==> config.mk <==
export PLATFORM = sky130hd
export DESIGN_NAME = dma_timing_control
export DESIGN_NICKNAME = d
export VERILOG_FILES = /design/src/rtl/dma_timing_control.sv
export SDC_FILE = /design/constraint.sdc
export NUM_CORES = 1
export LEC_CHECK = 0
export BUFFER_PORTS_ARGS = -buffer_cell sky130_fd_sc_hd__buf_2
export CAP_MARGIN = 20
export CELL_PAD_IN_SITES_DETAIL_PLACEMENT = 1
export CELL_PAD_IN_SITES_GLOBAL_PLACEMENT = 1
export CORE_MARGIN = 2
export CORE_UTILIZATION = 31
export DETAILED_ROUTE_END_ITERATION = 8
export PLACE_DENSITY_LB_ADDON = 0.1
export SYNTH_ARGS = -nofsm -noshare
export SYNTH_HDL_FRONTEND = slang
export SYNTH_SLANG_ARGS = --single-unit
==> constraint.sdc <==
create_clock -name Clock -period 2.41 [get_ports Clock]
set_input_delay 0.482 -clock Clock [delete_from_list [all_inputs] [get_ports Clock]]
set_output_delay 0.482 -clock Clock [all_outputs]
set_load 0.01 [all_outputs]
==> src/rtl/dma_timing_control.sv <==
// DMA bus-cycle timing controller: sequences SI/S0..S4 and drives hold, address and command strobes.
// Build option: define DMA_EXT_WRITE_EN to assert the write strobe from S2 (extended write).
module dma_timing_control #(
  parameter int NUM_CH = 4
) (
  input  logic              Clock,
  input  logic              Reset_n,
  input  logic              ValidReqID,
  input  logic [1:0]        ReqID,
  input  logic              Hlda,
  input  logic              Ready,
  input  logic              Tc,
  input  logic              EopIn_n,
  input  logic [1:0]        Mode,
  input  logic [1:0]        XferType,
  input  logic              SenseDack,
  input  logic              Dma_Disable,
  output logic              Hrq,
  output logic [NUM_CH-1:0] Dack,
  output logic              Aen,
  output logic              Adstb,
  output logic              Ior_n,
  output logic              Iow_n,
  output logic              Memr_n,
  output logic              Memw_n,
  output logic              EopOut_n,
  output logic              AddrStep,
  output logic [1:0]        ChanSel
);

  typedef enum logic [2:0] {SI, S0, S1, S2, S3, S4} stateType;

  stateType state, nextState;
  logic     stopPending;   // EOP seen or disable raised during this transfer
  logic     inTransfer;
  logic     readPhase;
  logic     writePhase;

  // NOTE: sequential state uses non-blocking assignments so every flop samples pre-edge values.
  always_ff @(posedge Clock or negedge Reset_n) begin
    if (!Reset_n) state <= SI;
    else          state <= nextState;
  end

  always_ff @(posedge Clock or negedge Reset_n) begin
    if (!Reset_n) begin
      ChanSel     <= 2'd0;
      stopPending <= 1'b0;
    end else if (state == SI) begin
      stopPending <= 1'b0;
      if (ValidReqID && !Dma_Disable) ChanSel <= ReqID;
    end else if (((state inside {S2, S3, S4}) && !EopIn_n) || Dma_Disable) begin
      stopPending <= 1'b1;
    end
  end

  always_comb begin
    nextState = state;
    unique case (state)
      SI: if (ValidReqID && !Dma_Disable) nextState = S0;
      S0: if (Hlda) nextState = S1;
      S1: nextState = Hlda ? S2 : SI;
      S2: nextState = Hlda ? S3 : SI;
      S3: begin
        if (!Hlda)      nextState = SI;
        else if (Ready) nextState = S4;
      end
      S4: begin
        if (!Hlda || Tc || stopPending || !EopIn_n || Dma_Disable) begin
          nextState = SI;
        end else begin
          unique case (Mode)
            2'b10:   nextState = S1;
            2'b00:   nextState = (ValidReqID && (ReqID == ChanSel)) ? S1 : SI;
            default: nextState = SI;
          endcase
        end
      end
      default: nextState = SI;
    endcase
  end

  assign inTransfer = state inside {S1, S2, S3, S4};
  assign readPhase  = state inside {S2, S3};
`ifdef DMA_EXT_WRITE_EN
  assign writePhase = state inside {S2, S3};
`else
  assign writePhase = (state == S3);
`endif

  // NOTE: every output gets a default first so no path through the block infers a latch.
  always_comb begin
    Hrq      = (state != SI);
    Aen      = inTransfer;
    Adstb    = (state == S1);
    Dack     = {NUM_CH{~SenseDack}};
    Ior_n    = 1'b1;
    Iow_n    = 1'b1;
    Memr_n   = 1'b1;
    Memw_n   = 1'b1;
    EopOut_n = 1'b1;
    AddrStep = 1'b0;
    if (inTransfer) Dack[ChanSel] = SenseDack;
    unique case (XferType)
      2'b01: begin
        Ior_n  = ~readPhase;
        Memw_n = ~writePhase;
      end
      2'b10: begin
        Memr_n = ~readPhase;
        Iow_n  = ~writePhase;
      end
      default: ;
    endcase
    // A transfer cut short by a falling Hlda never steps the address counter.
    if ((state == S4) && Hlda) begin
      AddrStep = 1'b1;
      EopOut_n = ~Tc;
    end
  end

endmodule

* After elaboration in Yosys (flattened, before gate mapping)
Index checks and enable logic that the tools add are counted.
W data, S select, Z words.
** Cells by class
- $lt $le $gt $ge :: 2
- Eq/ne operators :: 12
- Multiplexer cells :: 22
- Bitwise gates (word level) :: 4
- Reductions and logical operators :: 22
** Operators with widths (number)
- $pmux W3 S6 :: 1
- $mux W3 :: 5
- $mux W1 :: 9
- $eq A3 B2 Y1 const B :: 2
- $eq A3 B3 Y1 const B :: 2
- $mux W2 :: 3
- $reduce_bool A3 Y1 :: 2
- $logic_and A1 B1 Y1 :: 5
- $logic_or A1 B1 Y1 :: 5
- $bwmux W4 :: 1
- $eq A2 B2 Y1 const B :: 2
- $mux W4 :: 1
- $not A1 Y1 :: 4
- $pmux W2 S2 :: 1
- $reduce_bool A2 Y1 :: 2
- $reduce_bool A4 Y1 :: 1
- $eq A3 B1 Y1 const B :: 1
- $logic_not A1 Y1 :: 3
- $logic_not A3 Y1 :: 1
- $lt A2 B3 Y1 const B :: 1
- $ne A3 B3 Y1 const B :: 1
- $reduce_and A3 Y1 :: 1
- $demux W1 S2 :: 1
- $eq A2 B1 Y1 const B :: 1
- other kinds (6) :: 6
** Storage, ports and cells
- Flip-flop bits (word level) :: 6
- Input bits :: 15
- Output and inout port bits :: 15
- Word-level logic and storage cells :: 65

* Depth between registers and ports, before layout
- Word-level depth :: 7
- Mapped depth :: 4

* Least setup slack after synthesis
No wires, ideal clock.
- Kind :: register to output
- Start :: register state[2]
- End :: output Dack[0]
- Arrival :: 1296 ps
- Slack :: 632 ps
- Stages on the path, launching flop included :: 5
- Path buffers :: 1
- Cells stage by stage :: dfrtp_1 > buf_6 > xor2_1 > nor3b_1 > xnor2_1
** Between the ends
- Longest elaborated chain between the ends :: 3
- Elaborated cells between the ends (all ways) :: 6
** RTL lines
- start: declaration :: line 33 : stateType state, nextState;
- start signal: assignment :: line 42 : else state <= nextState;
- $eq A3 B2 Y1 / $eq A3 B3 Y1 (equally long branches) :: line 83 : assign inTransfer = state inside {S1, S2, S3, S4};
- $reduce_bool A4 Y1 * :: line 83
- net Aen :: line 20 : output logic Aen,
- $mux W4 * :: line 103 : if (inTransfer) Dack[ChanSel] = SenseDack;
- end: declaration :: line 19 : output logic [NUM_CH-1:0] Dack,
Mark *: on every way through the listed nets, which the timed path passes. The rest lies on a longest branch.

* Worst setup path in the final report
- Start :: register state[1]
- End :: output Dack[0]
** Between the ends
- Longest elaborated chain between the ends :: 3
- Elaborated cells between the ends (all ways) :: 6
** RTL lines (line)
- $eq A3 B2 Y1 / $eq A3 B3 Y1 (equally long branches) :: 83
- $reduce_bool A4 Y1 * :: 83
- $mux W4 * :: 103
Mark *: on every way between the ends. The rest lies on a longest branch, timed or not.

==> results.yml <==
critical_path:
  worstPathArrival_ps: 1710
  r2r_end: "ChanSel[0]"
  r2r_slack_ps: 930
  cp.depth: 4
  cp_cell_sequence: "xor2_1 > nor3b_1 > xnor2_1 > buf_2"
  endpoint_kind: "primary output"
  r2r-start: "state[0]"
  worstPathRequired_ps: 1930
  worstSetupStartpointType: "flop"
  reg2regPathDepth: 3
  crit_type: "flop to primary output"
  cp_max_fo: 12
  critPathBufInv: 1
  crit_slowest_cell: "dfrtp_1"
  cp_top_family: "flip-flops"
  slowest_delay_ps: 570
  setup.worst_path.start: "state[1]"
timing:
  relSlewSlack_pct: 74.4
  finalHoldViolations: 0
  slew_viol_final: 0
  rsz0062_at_grt: "no"
  setup_viol: 0
  clock_skew_ps: 3.50
  fmax_mhz: 457
  period_minus_slack_ps: 2190
  fin_setup_tns_ps: 0
  setup_slack_ps: 220
  hold_ws_ps: 51.8
  period_share_pct: 90.9
  worst_pin_slew_ps: 385
synthesis:
  synth_compound_area_share_pct: 9.69
  synth_simple_gate_area_share_pct: 35.0
  ys_warn_count: 0
  yosysSeqAreaShare_pct: 28.4
  yosys.area_share.xor_xnor_pct: 13.2
  ys_types: 27
  synth_area_sq_um: 529
  synth-seq-cells: 6
  synthMuxAreaShare_pct: 5.67
  synth-edff-count: 0
  synth_top_area_share_pct: 28.4
  synthCells: 61
  async_flop_share_pct: 100
  synth_area_leader_cell: "dfrtp_1"
  synth_ff_type: "dfrtp_1"
  syn_area_per_cell_sq_um: 8.68
  syn_nets: 76
  synth_top_family_by_area: "simple AND/OR/NAND/NOR gates"
  ys_top_cells_by_area: "dfrtp_1 28%, xor2_1 8.3%, mux2_4 5.7%"
  synthAdderAreaFrac_pct: 0
cts:
  cts_tree: "done"
  cts_buffers: 3
  ctsResizeCount: 0
  cts_sinks: 6
  root_buffer: "clkbuf_4"
  holdBufCountCts: 0
  clk-insertion-delay-late_ps: 240
  cts_buffer_depth: 2
  htreeDepth: 1
  postCtsSetupRepairBufs: 0
  path_clk_slew_ps: 40
drt:
  drc_errors: 0
  wl_per_cell_um: 12.1
  vias: 552
  wl_mm: 1.28
  via_per_inst: 5.21
  drtPass1Iterations: 4
  drt_iter0_markers: 8
  drtAntennaViolNets: 0
global_route:
  first_global_vias: 499
  grt_antenna_before_repair: 0
  grt_usage_pct: 14.7
  overflow: 0
  grt_pass1_wl_mm: 2.15
  grt_max_degree: 13
floorplan:
  placementRows: 14
  die_x_um: 45.3
  die-area_sq_um: 2050
  boundaryPins: 30
  die_y_um: 45.3
  core-area_sq_um: 1560
  initial_core_util_pct: 33.9
power_and_ir_drop:
  p_clk_share_pct: 12.8
  power.density_nw_per_um2: 1020
  p_int_w: 0.000401
  p_sw_share_pct: 43.0
  ir_worst_vdd_mv: 0.322
  seqPwrFrac_pct: 34.6
  p_sw_w: 0.000302
  comb_power_share_pct: 52.6
  total_leakage_power_nw: 0.330
placed_design:
  gp_congestion: 0.714
  placed_area_sq_um: 667
  dpl_worst_slack_ps: 465
  dp_hpwl_mm: 1.07
  numPortBuffers: 29
  dp_cells: 103
finish:
  stdcell_count: 106
  final_area_sq_um: 689
  nets: 107
  antenna_cells: 0
  area_growth_pct: 30.3
  drive_above_1_share_pct: 41.1
job:
  cap_violations: 0
status:
  outcome: "complete, no violations"
hold_path:
  hp-class: "input pin to asynchronous set/reset pin"
[per-layer routing]
metal  track usage (%)  part of all wire [%]  vias to the layer above
met5                 0                     0                        -
met4              7.06                   1.2                        0
met3              2.40                   5.5                        2
met2              23.4                    47                       23
met1              19.3                    46                      253
li1                  -                     -                      274
[cell usage after synthesis (2+ instances only)]
| cell | instances |
|---|---|
| nand3_1 | 4 |
| o2111ai_1 | 2 |
| xnor2_1 | 3 |
| nor3_1 | 2 |
| nor2b_1 | 3 |
| nor3b_1 | 3 |
| xor2_1 | 5 |
| nand3b_1 | 2 |
| dfrtp_1 | 6 |
| inv_1 | 4 |
| buf_6 | 2 |
| mux2_4 | 2 |
| nor2_1 | 3 |
| nand2_1 | 7 |
[worst max-delay path by stage]
stage / to / slack [ps]
CTS: Dack[0] / 200
finish: Dack[0] / 220
detailed placement: Dack[0] / 470
global placement: Dack[0] / 560
global route: Dack[0] / 30
floorplan: Dack[0] / 630
[placed cells by master, fill, tap and decap left out]
master     count
xor2_1         5
nor2b_1        3
nand4_1        1
buf_2         29
and2_1         1
a221oi_1       1
and3_1         1
o21ai_0        1
a21oi_1        1
nor2_1         3
xnor2_1        3
nor3_1         2
nand2b_4       1
nand2_1        7
nor4b_1        1
nand3_1        4
o31ai_1        1
clkbuf_4       3
inv_1          4
o21bai_1       1
or3_4          1
o2111ai_1      2
dfrtp_1        6
and2b_2        1
mux2_4         2
nor3b_1        3
nand3b_1       2
[kinds of logic (layout without fill, tap and decap cells)]
logic type,Yosys count,count (layout)
compound gates,7,7
xor+xnor,8,8
buf+inv,7,36
flops,6,6
mux,2,2
simple gates,31,31
[power groups by stage]
stage               registers [W]  logic, W  clock network (W)
floorplan                0.000194  0.000316                  0
global placement         0.000239  0.000371                  0
detailed placement       0.000244  0.000374                  0
CTS                      0.000243  0.000376          0.0000928
global route             0.000260  0.000413          0.0000994
finish                   0.000243  0.000370          0.0000898
[per-stage QoR]
step | utilization (%) | power [W]
after detailed placement | 42.8 | 0.000618
final | 44.2 | 0.000703
after global routing | 44.2 | 0.000773
after floorplan | - | 0.000510
after CTS | 44.2 | 0.000712
after global placement | 42.8 | 0.000610
[sequential cells by signal, summed over array words and instances (netlist names)]
signal,count
stopPending,1
state,3
ChanSel,2
[area by class of cell]
class	count	area, sq um
inverter	4	15.0
fill	214	870
multi-input combinational	48	337
sequential	6	150
tap	16	20.0
clock buffer	3	22.5
timing repair buffer	29	145
Note: power is estimated with default switching activity, not from simulation.
